==> config.mk <==
export PLATFORM = sky130hd
export DESIGN_NAME = reg_campo_tiempo
export DESIGN_NICKNAME = d
export VERILOG_FILES = /design/src/rtl/reg_campo_tiempo_pkg.sv /design/src/rtl/reg_campo_tiempo_bin2bcd_serial.sv /design/src/rtl/reg_campo_tiempo.sv
export SDC_FILE = /design/constraint.sdc
export NUM_CORES = 1
export LEC_CHECK = 0
export ABC_AREA = 1
export BUFFER_PORTS_ARGS = -buffer_cell sky130_fd_sc_hd__buf_2
export CORE_ASPECT_RATIO = 1.2
export CORE_UTILIZATION = 52
export CTS_BUF_LIST = sky130_fd_sc_hd__clkbuf_16
export CTS_CLUSTER_DIAMETER = 30
export DETAILED_ROUTE_END_ITERATION = 8
export MAX_ROUTING_LAYER = met4
export PLACE_DENSITY = 0.71
export SLEW_MARGIN = 10
export SYNTH_ARGS = -nofsm -noshare
export SYNTH_HDL_FRONTEND = slang
export SYNTH_HIERARCHICAL = 1
export SYNTH_SLANG_ARGS = --single-unit
==> constraint.sdc <==
create_clock -name clk -period 4.7 [get_ports clk]
set_clock_uncertainty 0.1 [all_clocks]
set_input_delay 0.47 -clock clk [delete_from_list [all_inputs] [get_ports clk]]
set_output_delay 0.47 -clock clk [all_outputs]
set_load 0.005 [all_outputs]
==> src/rtl/reg_campo_tiempo_pkg.sv <==
// +----------------------------------------------------------------------+
// | reg_campo_tiempo_pkg                                                 |
// | Shared converter state encoding and BCD digit constants.             |
// | Rev 1.0                                                              |
// +----------------------------------------------------------------------+
`default_nettype none

package reg_campo_tiempo_pkg;

  typedef enum logic [1:0] {
    IDLE  = 2'd0,
    CARGA = 2'd1,
    DESPL = 2'd2
  } conv_state_e;

  localparam logic [3:0] c_DIGIT_MAX   = 4'd9;
  localparam logic [3:0] c_ADD3_THRESH = 4'd5;

endpackage

`default_nettype wire

==> src/rtl/reg_campo_tiempo_bin2bcd_serial.sv <==
// +----------------------------------------------------------------------+
// | bin2bcd_serial                                                       |
// | Serial double-dabble binary-to-BCD converter, one bit per cycle.     |
// | Rev 1.0                                                              |
// +----------------------------------------------------------------------+
`default_nettype none

module bin2bcd_serial
  import reg_campo_tiempo_pkg::*;
#(
  parameter int WIDTH      = 6,
  parameter int BCD_DIGITS = 2
) (
  input  logic                    clk,
  input  logic                    reset,
  input  logic                    start,
  input  logic [WIDTH-1:0]        bin,
  output logic                    busy,
  output logic                    done,
  output logic [4*BCD_DIGITS-1:0] bcd
);

  localparam int c_BCD_W = 4 * BCD_DIGITS;
  localparam int c_CNT_W = (WIDTH > 1) ? $clog2(WIDTH) : 1;
  localparam logic [c_CNT_W-1:0] c_CNT_LAST = c_CNT_W'(WIDTH - 1);

  conv_state_e          state_q;
  logic [c_BCD_W-1:0]   scratch_q;
  logic [c_BCD_W-1:0]   bcd_q;
  logic [WIDTH-1:0]     shift_q;
  logic [c_CNT_W-1:0]   cnt_q;
  logic                 done_q;
  logic [c_BCD_W-1:0]   w_adj;
  logic [c_BCD_W-1:0]   w_scratch_sh;

  generate
    for (genvar g = 0; g < BCD_DIGITS; g++) begin : g_digit
      assign w_adj[4*g +: 4] = (scratch_q[4*g +: 4] >= c_ADD3_THRESH)
                             ? scratch_q[4*g +: 4] + 4'd3
                             : scratch_q[4*g +: 4];
    end
  endgenerate

  assign w_scratch_sh = {w_adj[c_BCD_W-2:0], shift_q[WIDTH-1]};

  // A start at any point restarts from CARGA, so only the newest value is published.
  always_ff @(posedge clk or posedge reset) begin
    if (reset) begin
      state_q   <= CARGA;
      scratch_q <= '0;
      shift_q   <= '0;
      cnt_q     <= '0;
      bcd_q     <= '0;
      done_q    <= 1'b0;
    end else if (start) begin
      state_q <= CARGA;
      done_q  <= 1'b0;
    end else begin
      case (state_q)
        CARGA: begin
          shift_q   <= bin;
          scratch_q <= '0;
          cnt_q     <= '0;
          state_q   <= DESPL;
        end
        DESPL: begin
          scratch_q <= w_scratch_sh;
          shift_q   <= shift_q << 1;
          cnt_q     <= cnt_q + 1'b1;
          if (cnt_q == c_CNT_LAST) begin
            bcd_q   <= w_scratch_sh;
            done_q  <= 1'b1;
            state_q <= IDLE;
          end
        end
        default: state_q <= IDLE;
      endcase
    end
  end

  assign busy = (state_q != IDLE);
  assign done = done_q;
  assign bcd  = bcd_q;

endmodule

`default_nettype wire

==> src/rtl/reg_campo_tiempo.sv <==
// +----------------------------------------------------------------------+
// | reg_campo_tiempo                                                     |
// | Wrapping time-field register with BCD load and serial BCD readout.   |
// | Rev 1.0                                                              |
// +----------------------------------------------------------------------+
`default_nettype none

module reg_campo_tiempo
  import reg_campo_tiempo_pkg::*;
#(
  parameter int WIDTH      = 6,
  parameter int MIN_VAL    = 0,
  parameter int MAX_VAL    = 59,
  parameter int BCD_DIGITS = 2
) (
  input  logic                    clk,
  input  logic                    reset,
  input  logic                    EN,
  input  logic                    inc,
  input  logic                    dec,
  input  logic                    load,
  input  logic [4*BCD_DIGITS-1:0] load_bcd,
  output logic [WIDTH-1:0]        bin_out,
  output logic [4*BCD_DIGITS-1:0] bcd_out,
  output logic                    valid_out,
  output logic                    carry_out,
  output logic                    borrow_out,
  output logic                    load_err
);

  localparam int c_BCD_W = 4 * BCD_DIGITS;
  localparam logic [WIDTH-1:0] c_MIN = WIDTH'(MIN_VAL);
  localparam logic [WIDTH-1:0] c_MAX = WIDTH'(MAX_VAL);

  logic [WIDTH-1:0]   val_q, val_d;
  logic               carry_q, carry_d;
  logic               borrow_q, borrow_d;
  logic               err_q, err_d;
  logic               w_update;
  logic               w_digits_ok;
  logic               w_load_ok;
  logic [31:0]        w_load_bin;
  logic               w_busy;
  logic               w_done;
  logic [c_BCD_W-1:0] w_bcd;

  // Returns {all digits legal, binary value}.
  function automatic logic [32:0] decode_bcd(input logic [c_BCD_W-1:0] b);
    logic        ok;
    logic [31:0] acc;
    logic [31:0] weight;
    ok     = 1'b1;
    acc    = '0;
    weight = 32'd1;
    for (int k = 0; k < BCD_DIGITS; k++) begin
      if (b[4*k +: 4] > c_DIGIT_MAX) ok = 1'b0;
      acc    = acc + weight * 32'(b[4*k +: 4]);
      weight = weight * 32'd10;
    end
    return {ok, acc};
  endfunction

  assign {w_digits_ok, w_load_bin} = decode_bcd(load_bcd);
  assign w_load_ok = w_digits_ok
                  && (w_load_bin >= 32'(MIN_VAL))
                  && (w_load_bin <= 32'(MAX_VAL));

  always_comb begin
    val_d    = val_q;
    carry_d  = 1'b0;
    borrow_d = 1'b0;
    err_d    = 1'b0;
    w_update = 1'b0;
    if (load) begin
      if (w_load_ok) begin
        val_d    = w_load_bin[WIDTH-1:0];
        w_update = 1'b1;
      end else begin
        err_d = 1'b1;
      end
    end else if (inc && !dec) begin
      w_update = 1'b1;
      if (val_q == c_MAX) begin
        val_d   = c_MIN;
        carry_d = 1'b1;
      end else begin
        val_d = val_q + 1'b1;
      end
    end else if (dec && !inc) begin
      w_update = 1'b1;
      if (val_q == c_MIN) begin
        val_d    = c_MAX;
        borrow_d = 1'b1;
      end else begin
        val_d = val_q - 1'b1;
      end
    end
  end

  always_ff @(posedge clk or posedge reset) begin
    if (reset) begin
      val_q    <= c_MIN;
      carry_q  <= 1'b0;
      borrow_q <= 1'b0;
      err_q    <= 1'b0;
    end else begin
      val_q    <= val_d;
      carry_q  <= carry_d;
      borrow_q <= borrow_d;
      err_q    <= err_d;
    end
  end

  bin2bcd_serial #(
    .WIDTH      (WIDTH),
    .BCD_DIGITS (BCD_DIGITS)
  ) u_bin2bcd (
    .clk   (clk),
    .reset (reset),
    .start (w_update),
    .bin   (val_q),
    .busy  (w_busy),
    .done  (w_done),
    .bcd   (w_bcd)
  );

  assign valid_out  = w_done && !w_busy;
  assign bcd_out    = (EN && valid_out) ? w_bcd : '0;
  assign bin_out    = val_q;
  assign carry_out  = carry_q;
  assign borrow_out = borrow_q;
  assign load_err   = err_q;

endmodule

`default_nettype wire

==> impl_results.md, run 1 <==
- Status: finished, final reports clean
- PD cells: 368 nW/um^2
- Placed cell area: approximately 2700 um^2
- DR vias: around 2100
- TritonCTS Sinks: 37
- # hold bufs at CTS: 0
- Fin crit period: roughly 3.0 ns
- Die area: about 5200 um^2
- TritonCTS clock tree: done
- CP endpoint kind: flop
- CP max FO: 11
- Chip width: 65.8 um
- Final hold viol count: 0
- Clk_lat worst skew: ~0.28 ns
- CP Launch Type: primary input
- Drt via density: 5.08
- Worst min-delay path class: primary input to asynchronous set/reset pin
- Gr usage total: 0.231
- RR Endpoint: u_bin2bcd/shift_q[5]$_DFFE_PP0P_
- FP Rows: 27
- Crit path kind: primary input to flop
- N_diodes: 0
- Cells after Synth: 326
- Setup_tns: 0 ns
- Top delay family on crit path: simple AND/OR/NAND/NOR gates
- Core Area: ~4600 um^2
- Initial core utilization: 0.548
- Max VDD drop: 0.207 mV
- Max-cap violation count: 0
- Share of layout cells above drive strength 1: 0.161
- Mapped Nets: 363
- First-pass GRT wire length: 8.94 mm
- Final Cell Area: 2860 um^2
- WL per Instance: 12.2 um
- CTS Root Cell: clkbuf_16
- 1st-pass router iterations: 4
- Number of global-route vias before repair: 2070
- Least-Margin Pin Slew: 1.06 ns
- Post-CTS Setup Inserts: 0
- DR iter-0 viols: between 100 and 150
- Grt ovf: 0
- Final setup fails: 0
- Avg Inst Size Synth: 7.78 um^2
- Filler cells: about 440
- Max incr delay on CP: 0.42 ns
- Synth warn: 6
- Hold Slack: 0.0524 ns
- Levels on crit path: 17
- Slew headroom: 0.296
- WP buf/inv: 5
- Post-cts sizing count: 0
- Slowest CP cell: fa_1
- Register area share after synthesis: 0.366
- Max-slew violation count: 0
- Total Wirelength: between 5 and 6 mm
- Number of buffers created by CTS: 5
- Crit-path cells: buf_2 -> ha_1 -> ha_1 -> inv_1 -> fa_1 -> nor2_1 -> nand4_1 -> nand2_1 -> nand2_2 -> nand2_4 -> inv_2 -> a21oi_2 -> inv_2 -> nand3_1 -> inv_1 -> nand3_1 -> nand2_1
- WP data arrival: 3.07 ns
- R2r worst-path depth: 5
- DR DRC count: 0
- Synth unique cells: 33
- Htree depth: 2
- Routability congestion estimate: 0.846
- Crit Reg-Reg Startpoint: u_bin2bcd/state_q[0]$_DFFE_PP1P_
- Critical Path RT: 4.77 ns
- Die outline height: 78.5 um
- CTS Buffer Depth: 2
- FMAX: 0.333 GHz
- Final Net Count: 396
- Synthesis-to-finish area growth: 12.9%
- Initial antenna violation count: 0
- ANT nets after route: 0
- Synth Cell Area: 2540 um^2
- Largest net degree at the start of global routing: 29
- Leak Pwr: 1.58 nW
- Final period utilization: 0.639
- RSZ-0062 raised after global routing: no
- Post-synthesis register bit count: 37
- Worst reg2reg setup slack: 2.70 ns
- Hpwl dp: 4.05 mm
- Clock transition at path regs: about 0.06 ns
- I/O pin total: 32
- Buffers on Ports: 31
## sequential cells by signal, indices dropped and copies added, names as in the netlist
name and cells:
u_bin2bcd/bcd 8, u_bin2bcd/scratch_q 8, bin_out 6, u_bin2bcd/shift_q 6
u_bin2bcd/cnt_q 3, u_bin2bcd/state_q 2, borrow_out 1, carry_out 1
load_err 1, u_bin2bcd/done 1
## routing by layer
layer | wire length, um | share of wire | vias to the layer above | GRT usage
li1 | - | - | 1101 | -
met1 | 2070 | 0.41 | 977 | 0.249
met4 | 94 | 0.018 | 0 | 0.0870
met5 | 0 | 0 | - | -
met2 | 2810 | 0.55 | 37 | 0.417
met3 | 111 | 0.022 | 10 | 0.0349
## cells in the mapped netlist
| cell type | count | area, um^2 |
|---|---|---|
| a21oi_1 | 10 | 50.1 |
| a21oi_2 | 1 | 8.76 |
| a21oi_4 | 1 | 16.3 |
| buf_2 | 2 | 10.0 |
| buf_4 | 1 | 7.51 |
| buf_6 | 1 | 11.3 |
| bufinv_8 | 1 | 17.5 |
| clkbuf_8 | 1 | 13.8 |
| dfrtp_1 | 36 | 901 |
| dfstp_2 | 1 | 26.3 |
| fa_1 | 2 | 40.0 |
| ha_1 | 21 | 263 |
| inv_1 | 49 | 184 |
| inv_2 | 5 | 18.8 |
| nand2_1 | 88 | 330 |
| nand2_2 | 3 | 18.8 |
| nand2_4 | 3 | 33.8 |
| nand3_1 | 29 | 145 |
| nand3_4 | 1 | 17.5 |
| nand4_1 | 5 | 31.3 |
| nor2_1 | 26 | 97.6 |
| nor2_8 | 1 | 20.0 |
| nor3_1 | 1 | 5.00 |
| nor3_2 | 1 | 10.0 |
| o21a_1 | 1 | 7.51 |
| o21ai_0 | 9 | 45.0 |
| o21ai_1 | 3 | 15.0 |
| o21ai_2 | 1 | 8.76 |
| o221ai_1 | 5 | 43.8 |
| o22ai_1 | 4 | 25.0 |
| o2bb2ai_1 | 1 | 8.76 |
| xnor2_1 | 1 | 8.76 |
| xor2_1 | 11 | 96.3 |
## layout make-up
class,count,area [um^2],share of cell area
Timing Repair Buffer,31,155,0.0542
Clock buffer,5,125,0.0437
Clock inverter,3,17.5,0.00612
Sequential cell,37,927,0.324
Multi-Input combinational cell,229,1350,0.470
Tap cell,58,72.6,0.0253
Inverter,55,220,0.0769
## cells by family after synthesis
group / count (synthesis) / synth area share
flops: 37 / 0.366
fa+ha+maj: 23 / 0.119
xor+xnor: 12 / 0.0414
simple gates: 158 / 0.280
compound gates: 36 / 0.0903
buf+inv: 60 / 0.104
## power by group
group	switching (mW)	leakage [nW]	internal [mW]
logic	0.197	1.01	0.124
clock network	0.124	0.0696	0.194
registers	0.0458	0.493	0.369
## worst reg2reg max path: stages (launching register included)
cell and delay, ns:
dfstp_2 0.54, inv_1 0.06, ha_1 0.36, inv_1 0.06, nor2_1 0.53, o221ai_1 0.20
## metrics by stage
stage	setup WS, ns	utilization	total power, mW	cells
5_1_grt	1.41	0.619	1.13	418
6_report	1.70	0.619	1.05	418
3_3_place_gp	1.51	0.588	0.731	410
2_1_floorplan	1.91	-	0.656	326
4_1_cts	1.70	0.619	1.06	418
3_5_place_dp	1.41	0.588	0.741	410
## layout by cell type (no fill, tap or decap)
cell / synthesis / layout
o2bb2ai_1: 1 / 1
clkinv_2: 0 / 2
nor2_8: 1 / 1
fa_1: 2 / 2
xnor2_1: 1 / 1
nor3_2: 1 / 1
clkbuf_16: 0 / 5
xor2_1: 11 / 11
o221ai_1: 5 / 5
clkinvlp_4: 0 / 1
dfstp_2: 1 / 1
nand3_1: 29 / 29
dfrtp_1: 36 / 36
nand4_1: 5 / 5
nor3_1: 1 / 1
inv_1: 49 / 49
o21ai_0: 9 / 9
nand3_4: 1 / 1
nand2_1: 88 / 88
inv_2: 5 / 5
a21oi_4: 1 / 1
bufinv_8: 1 / 1
o21a_1: 1 / 1
o22ai_1: 4 / 4
nand2_2: 3 / 3
ha_1: 21 / 21
nor2_1: 26 / 26
o21ai_1: 3 / 3
o21ai_2: 1 / 1
a21oi_1: 10 / 10
a21oi_2: 1 / 1
buf_2: 2 / 31
nand2_4: 3 / 3
## worst max-delay path by stage
stage                 from                            endpoint
6_report       load_bcd[5]  u_bin2bcd/scratch_q[5]$_DFFE_PP0P_
5_1_grt        load_bcd[5]  u_bin2bcd/scratch_q[1]$_DFFE_PP0P_
4_1_cts        load_bcd[5]  u_bin2bcd/scratch_q[5]$_DFFE_PP0P_
3_5_place_dp   load_bcd[5]  u_bin2bcd/scratch_q[5]$_DFFE_PP0P_
3_3_place_gp   load_bcd[5]  u_bin2bcd/scratch_q[4]$_DFFE_PP0P_
2_1_floorplan  load_bcd[5]        u_bin2bcd/bcd[0]$_DFFE_PP0P_
No activity file was read; power rests on OpenSTA's default activity.
==> run 2: changes to the inputs <==
--- a/config.mk
+++ b/config.mk
@@ -13,7 +13,7 @@
 export CTS_CLUSTER_DIAMETER = 30
 export DETAILED_ROUTE_END_ITERATION = 8
 export MAX_ROUTING_LAYER = met4
-export PLACE_DENSITY = 0.71
+export PLACE_DENSITY = 0.74
 export SLEW_MARGIN = 10
 export SYNTH_ARGS = -nofsm -noshare
 export SYNTH_HDL_FRONTEND = slang
==> constraint.sdc (replaced) <==
create_clock -name clk -period 2.6 [get_ports clk]
set_clock_uncertainty 0.1 [all_clocks]
set_input_delay 0.26 -clock clk [delete_from_list [all_inputs] [get_ports clk]]
set_output_delay 0.26 -clock clk [all_outputs]
set_load 0.005 [all_outputs]
==> run 2 against run 1 <==
Register-to-register slack worse by 1.9 ns. Sequential power grew 81%. Wire length grew 3.6%. Hold slack improved by 0.17 ns. Design area grew 6.5%. Largest cell class unchanged.
==> impl_results.md, run 2 (synthesis results as in run 1) <==
- Critical Path RT: between 2 and 3 ns
- CTS Buffer Depth: 2
- First-pass GRT wire length: between 8 and 9 mm
- CP Launch Type: primary input
- DR iter-0 viols: around 120
- FMAX: 0.409 GHz
- Slowest CP cell: fa_1
- Initial antenna violation count: 0
- Max-cap violation count: 0
- DR DRC count: 0
- Gr usage total: 0.227
- Final period utilization: 0.939
- WL per Instance: 12.1 um
- 1st-pass router iterations: 4
- Htree depth: 2
- Number of buffers created by CTS: 5
- RSZ-0062 raised after global routing: yes
- Setup_tns: 0 ns
- Die outline height: 78.5 um
- WP buf/inv: 7
- Crit path kind: primary input to flop
- Most common cell after layout, fill and taps aside: nand2_1
- CTS Root Cell: clkbuf_16
- Status: finished, final reports clean
- Fin crit period: between 2 and 2.5 ns
- Drt via density: a little over 5
- Final setup fails: 0
- Max-slew violation count: 0
- Clock transition at path regs: 0.05 ns
- Initial core utilization: 0.548
- Worst min-delay path class: primary input to flop
- N_diodes: 0
- ANT nets after route: 0
- Top delay family on crit path: adder cells
- Crit Reg-Reg Startpoint: bin_out[1]$_DFFE_PP0P_
- Most frequent cells in the layout: nand2_1 (88), inv_1 (48), dfrtp_1 (36)
- Hpwl dp: about 4 mm
- Core Area: approximately 4600 um^2
- Worst hold start: load
- Chip width: 65.8 um
- TritonCTS clock tree: done
- Leak Pwr: between 1.5 and 2 nW
- Total Wirelength: roughly 5.3 mm
- Top cell by count, worst path: nand2_1
- Final hold viol count: 0
- PD cells: 668 nW/um^2
- I/O pin total: 32
- FP Rows: 27
- Buffers on Ports: 31
- Max incr delay on CP: 0.54 ns
- Max VDD drop: 0.291 mV
- Slew headroom: 0.716
- Final Net Count: between 400 and 500
- Filler cells: 403
- Beginning of the critical path: load_bcd[5]
- Synthesis-to-finish area growth: 20.3%
- Routability congestion estimate: 0.852
- WP data arrival: approximately 2.5 ns
- DR vias: 2197
- Share of layout cells above drive strength 1: 0.207
- Number of global-route vias before repair: roughly 2100
- Grt ovf: 0
- Placed cell area: 2830 um^2
- Final Cell Area: 3050 um^2
- Clk_lat worst skew: 0.28 ns
- Die area: about 5200 um^2
- TritonCTS Sinks: 37
- Crit-path cells: buf_2 -> ha_4 -> ha_2 -> inv_1 -> fa_1 -> inv_2 -> nand2_1 -> inv_1 -> nand2_1 -> nand2_1 -> nand2_1 -> nand2_2 -> nand2_4 -> inv_2 -> a21oi_2 -> inv_2 -> nand3_1 -> buf_4 -> o221ai_1
- CP max FO: 10
- Largest net degree at the start of global routing: 29
- Least-Margin Pin Slew: 0.426 ns
- CP endpoint kind: flop
[run 2: cell types whose count changed in the layout (fill, tap and decap cells not counted), moves of 2 or more]
cell,change
buf_4,+16
clkinv_2,-2
ha_1,-2
nor2_1,-2
nor2_2,+2
[run 2: layer usage]
metal	wire (um)	vias to the layer above	track usage
li1	-	1133	-
met1	2170	1026	0.234
met2	2920	30	0.418
met3	99	8	0.0334
met4	74	0	0.0891
met5	0	-	-
[run 2: area by class of cell]
| class | instances | area, um^2 | area share |
|---|---|---|---|
| repair buffers | 48 | 285 | 0.0935 |
| clock buffers | 5 | 125 | 0.0410 |
| flip-flops and latches | 37 | 927 | 0.304 |
| clock inverters | 3 | 41.3 | 0.0135 |
| multi-input cells | 229 | 1370 | 0.450 |
| well taps | 58 | 72.6 | 0.0238 |
| inverters | 55 | 228 | 0.0747 |
[run 2: stage by stage]
step	utilization	std cells	total power, mW	setup slack, ns	hold slack (ns)
floorplan	-	326	1.19	0.0151	-0.0121
global placement	0.612	425	1.35	-0.240	0.143
detailed placement	0.612	425	1.37	-0.300	0.152
CTS	0.651	434	2.05	0.133	0.210
global route	0.659	435	2.18	-0.0170	0.232
finish	0.659	435	2.04	0.157	0.221
[run 2: final timing paths]
check / end / slack [ns] / cells after the start
hold reg to reg: u_bin2bcd/bcd[1]$_DFFE_PP0P_ / 0.38 / 2
setup reg to reg: bin_out[0]$_DFFE_PP0P_ / 0.79 / 10
max in group asynchronous: u_bin2bcd/state_q[0]$_DFFE_PP1P_ / 1.58 / 4
min in group asynchronous: borrow_out$_DFF_PP0_ / 0.41 / 3
hold / removal: borrow_out$_DFF_PP0_ / 0.22 / 2
setup / recovery: u_bin2bcd/shift_q[1]$_DFFE_PP0P_ / 0.16 / 19
[run 2: worst reg2reg max path, stage by stage, from the launching register on]
cell,delay (ns)
dfrtp_1,0.47
ha_1,0.26
nand2_1,0.08
nor3_2,0.18
nand2_1,0.07
nor2_1,0.19
nor2_1,0.07
o21ai_0,0.07
inv_1,0.05
nand3_1,0.09
nand2_1,0.06
[run 2: where the power goes]
part	switching, mW	internal, mW	leakage (nW)
Sequential	0.0840	0.666	0.493
Clock	0.219	0.448	0.0775
Combinational	0.359	0.261	1.10
Total	0.662	1.38	1.67
[run 2: repair_timing]
action | in CTS | in global routing
resized for setup | 1 | 9
pin swaps | 0 | 2
endpoints found under the hold margin | 36 | 0
cloned | 0 | 0
setup buffers | 0 | 1
setup endpoints to repair | 3 | 22
hold buffers | 1 | 0
==> run 3: changes to the inputs <==
--- a/config.mk
+++ b/config.mk
@@ -13,7 +13,7 @@
 export CTS_CLUSTER_DIAMETER = 30
 export DETAILED_ROUTE_END_ITERATION = 8
 export MAX_ROUTING_LAYER = met4
-export PLACE_DENSITY = 0.74
+export PLACE_DENSITY = 0.77
 export SLEW_MARGIN = 10
 export SYNTH_ARGS = -nofsm -noshare
 export SYNTH_HDL_FRONTEND = slang
==> run 3 against run 2 <==
Non-clock buffer count is 1 lower. Critical endpoint is now u_bin2bcd/shift_q[5]$_DFFE_PP0P_. Clock-buffer cell count did not move. Largest cell class unchanged. Highest routed layer unchanged. Power up 1.0%. Largest power group unchanged. First-iteration DRC count grew 40%.
==> impl_results.md, run 3 (synthesis results as in run 1) <==
- CTS Buffer Depth: 2
- Placed Cells: 425
- Clock transition at path regs: 0.06 ns
- Drt via density: 5.10
- Routability congestion estimate: 0.862
- Final Cell Area: 3060 um^2
- Most common cell after layout, fill and taps aside: nand2_1
- Core Area: approximately 4600 um^2
- Crit-path cells: buf_2 -> ha_1 -> ha_2 -> inv_2 -> fa_1 -> inv_2 -> nand2_1 -> inv_1 -> nand2_1 -> nand2_1 -> nand2_1 -> nand2_2 -> nand2_4 -> inv_2 -> a21oi_4 -> inv_4 -> nand3_2 -> buf_6 -> o221ai_1
- Max VDD drop: 0.335 mV
- Buffers on Ports: 31
- WP data arrival: around 2.5 ns
- FP Rows: 27
- Final hold viol count: 0
- Hold depth: 2
- Max-cap violation count: 0
- Slowest CP cell: fa_1
- CP Launch Type: primary input
- Total Wirelength: 5.08 mm
- Hold worst-path end: borrow_out$_DFF_PP0_
- Post-route setup slack: 0.169 ns
- Die area: slightly above 5000 um^2
- Hpwl dp: 3.94 mm
- CP max FO: 8
- Chip width: 65.8 um
- PD cells: 673 nW/um^2
- Number of global-route vias before repair: around 2100
- Most frequent cells in the layout: nand2_1 (88), inv_1 (46), dfrtp_1 (36)
- Slew headroom: 0.769
- Top delay family on crit path: adder cells
- WP buf/inv: 7
- Worst min-delay path class: primary input to flop
- CP endpoint kind: flop
- I/O pin total: 32
- Number of buffers created by CTS: 5
- Max incr delay on CP: 0.53 ns
- Placed cell area: approximately 2800 um^2
- Max-slew violation count: 0
- TritonCTS Sinks: 37
- Final period utilization: 0.935
- Setup WS pre-CTS: -0.316 ns
- Worst reg2reg setup slack: 0.85 ns
- Initial antenna violation count: 0
- Status: finished, final reports clean
- DR DRC count: 0
- WL per Instance: ~12 um
- First-pass GRT wire length: 8.93 mm
- Crit Reg-Reg Startpoint: bin_out[0]$_DFFE_PP0P_
- DR iter-0 viols: 162
- Final setup fails: 0
- Final cell count without fillers: 434
- FMAX: 0.411 GHz
- Critical Path RT: ~2.7 ns
- Gr usage total: 0.230
- Setup_tns: 0 ns
- N_diodes: 0
- Worst hold start: load
- Htree depth: 2
- Post-CTS Setup Inserts: 0
- Die outline height: 78.5 um
- Initial core utilization: 0.548
- Crit path kind: primary input to flop
- Leak Pwr: 1.67 nW
- DR vias: 2215
- Clk_lat worst skew: 0.28 ns
- CTS Root Cell: clkbuf_16
- Largest net degree at the start of global routing: 29
- Final Net Count: 412
- Top cell by count, worst path: nand2_1
- Post-layout util: 0.660
- Grt ovf: 0
- TritonCTS clock tree: done
- ANT nets after route: 0
- Share of layout cells above drive strength 1: 0.213
- Fin crit period: approximately 2.4 ns
- Final Power: about 2.1 mW
- RR Endpoint: bin_out[3]$_DFFE_PP0P_
- R2r worst-path depth: 10
- Least-Margin Pin Slew: around 0.34 ns
- Synthesis-to-finish area growth: 20.5%
- Hold Slack: 0.220 ns
- 1st-pass router iterations: 4
==> run 3: routing by layer <==
metal | GRT usage | share of wire | up-vias | routed length (um)
li1 | - | - | 1135 | -
met1 | 0.231 | 0.41 | 1043 | 2060
met2 | 0.439 | 0.56 | 33 | 2840
met3 | 0.0436 | 0.026 | 4 | 130
met4 | 0.0652 | 0.0083 | 0 | 42
met5 | - | 0 | - | 0
==> run 3: how the worst max path moves through the flow <==
stage                      from                          endpoint  slack (ns)  cells after the start
floorplan           load_bcd[5]      u_bin2bcd/bcd[0]$_DFFE_PP0P_        0.02                     21
global placement    load_bcd[5]  u_bin2bcd/shift_q[5]$_DFFE_PP0P_       -0.23                     17
detailed placement  load_bcd[5]  u_bin2bcd/shift_q[5]$_DFFE_PP0P_       -0.32                     17
CTS                 load_bcd[5]  u_bin2bcd/shift_q[5]$_DFFE_PP0P_        0.10                     20
global route        load_bcd[5]  u_bin2bcd/shift_q[5]$_DFFE_PP0P_      -0.004                     19
finish              load_bcd[5]  u_bin2bcd/shift_q[5]$_DFFE_PP0P_        0.17                     19
==> run 3: final cells by class <==
cell class,instances,area (um^2)
clock buffer,5,125
clock inverter,3,46.3
timing repair buffer,47,282
multi-input combinational,229,1380
inverter,55,228
sequential,37,927
tap,58,72.6
fill,391,1570
==> run 3: worst register-to-register path, cell delays in order, from the launching register on <==
cell and delay, ns:
dfrtp_1 0.44, inv_1 0.14, ha_1 0.22, nand2_1 0.09
nor2_1 0.06, nand2_1 0.08, nand2_1 0.09, a21oi_1 0.22
a21oi_4 0.07, nand3_1 0.09, nand2_1 0.05
==> run 3: power breakdown <==
part | leakage (nW) | internal, mW | switching [mW]
registers | 0.493 | 0.666 | 0.0814
clock network | 0.0800 | 0.453 | 0.230
logic | 1.10 | 0.261 | 0.367
total | 1.67 | 1.38 | 0.678
==> run 3: what timing repair did <==
item                                    in CTS  in global routing
hold buffers                                 1                  0
endpoints found under the setup margin       3                 23
endpoints found under the hold margin       36                  0
resized for setup                            1                 13
pin swaps                                    0                  2
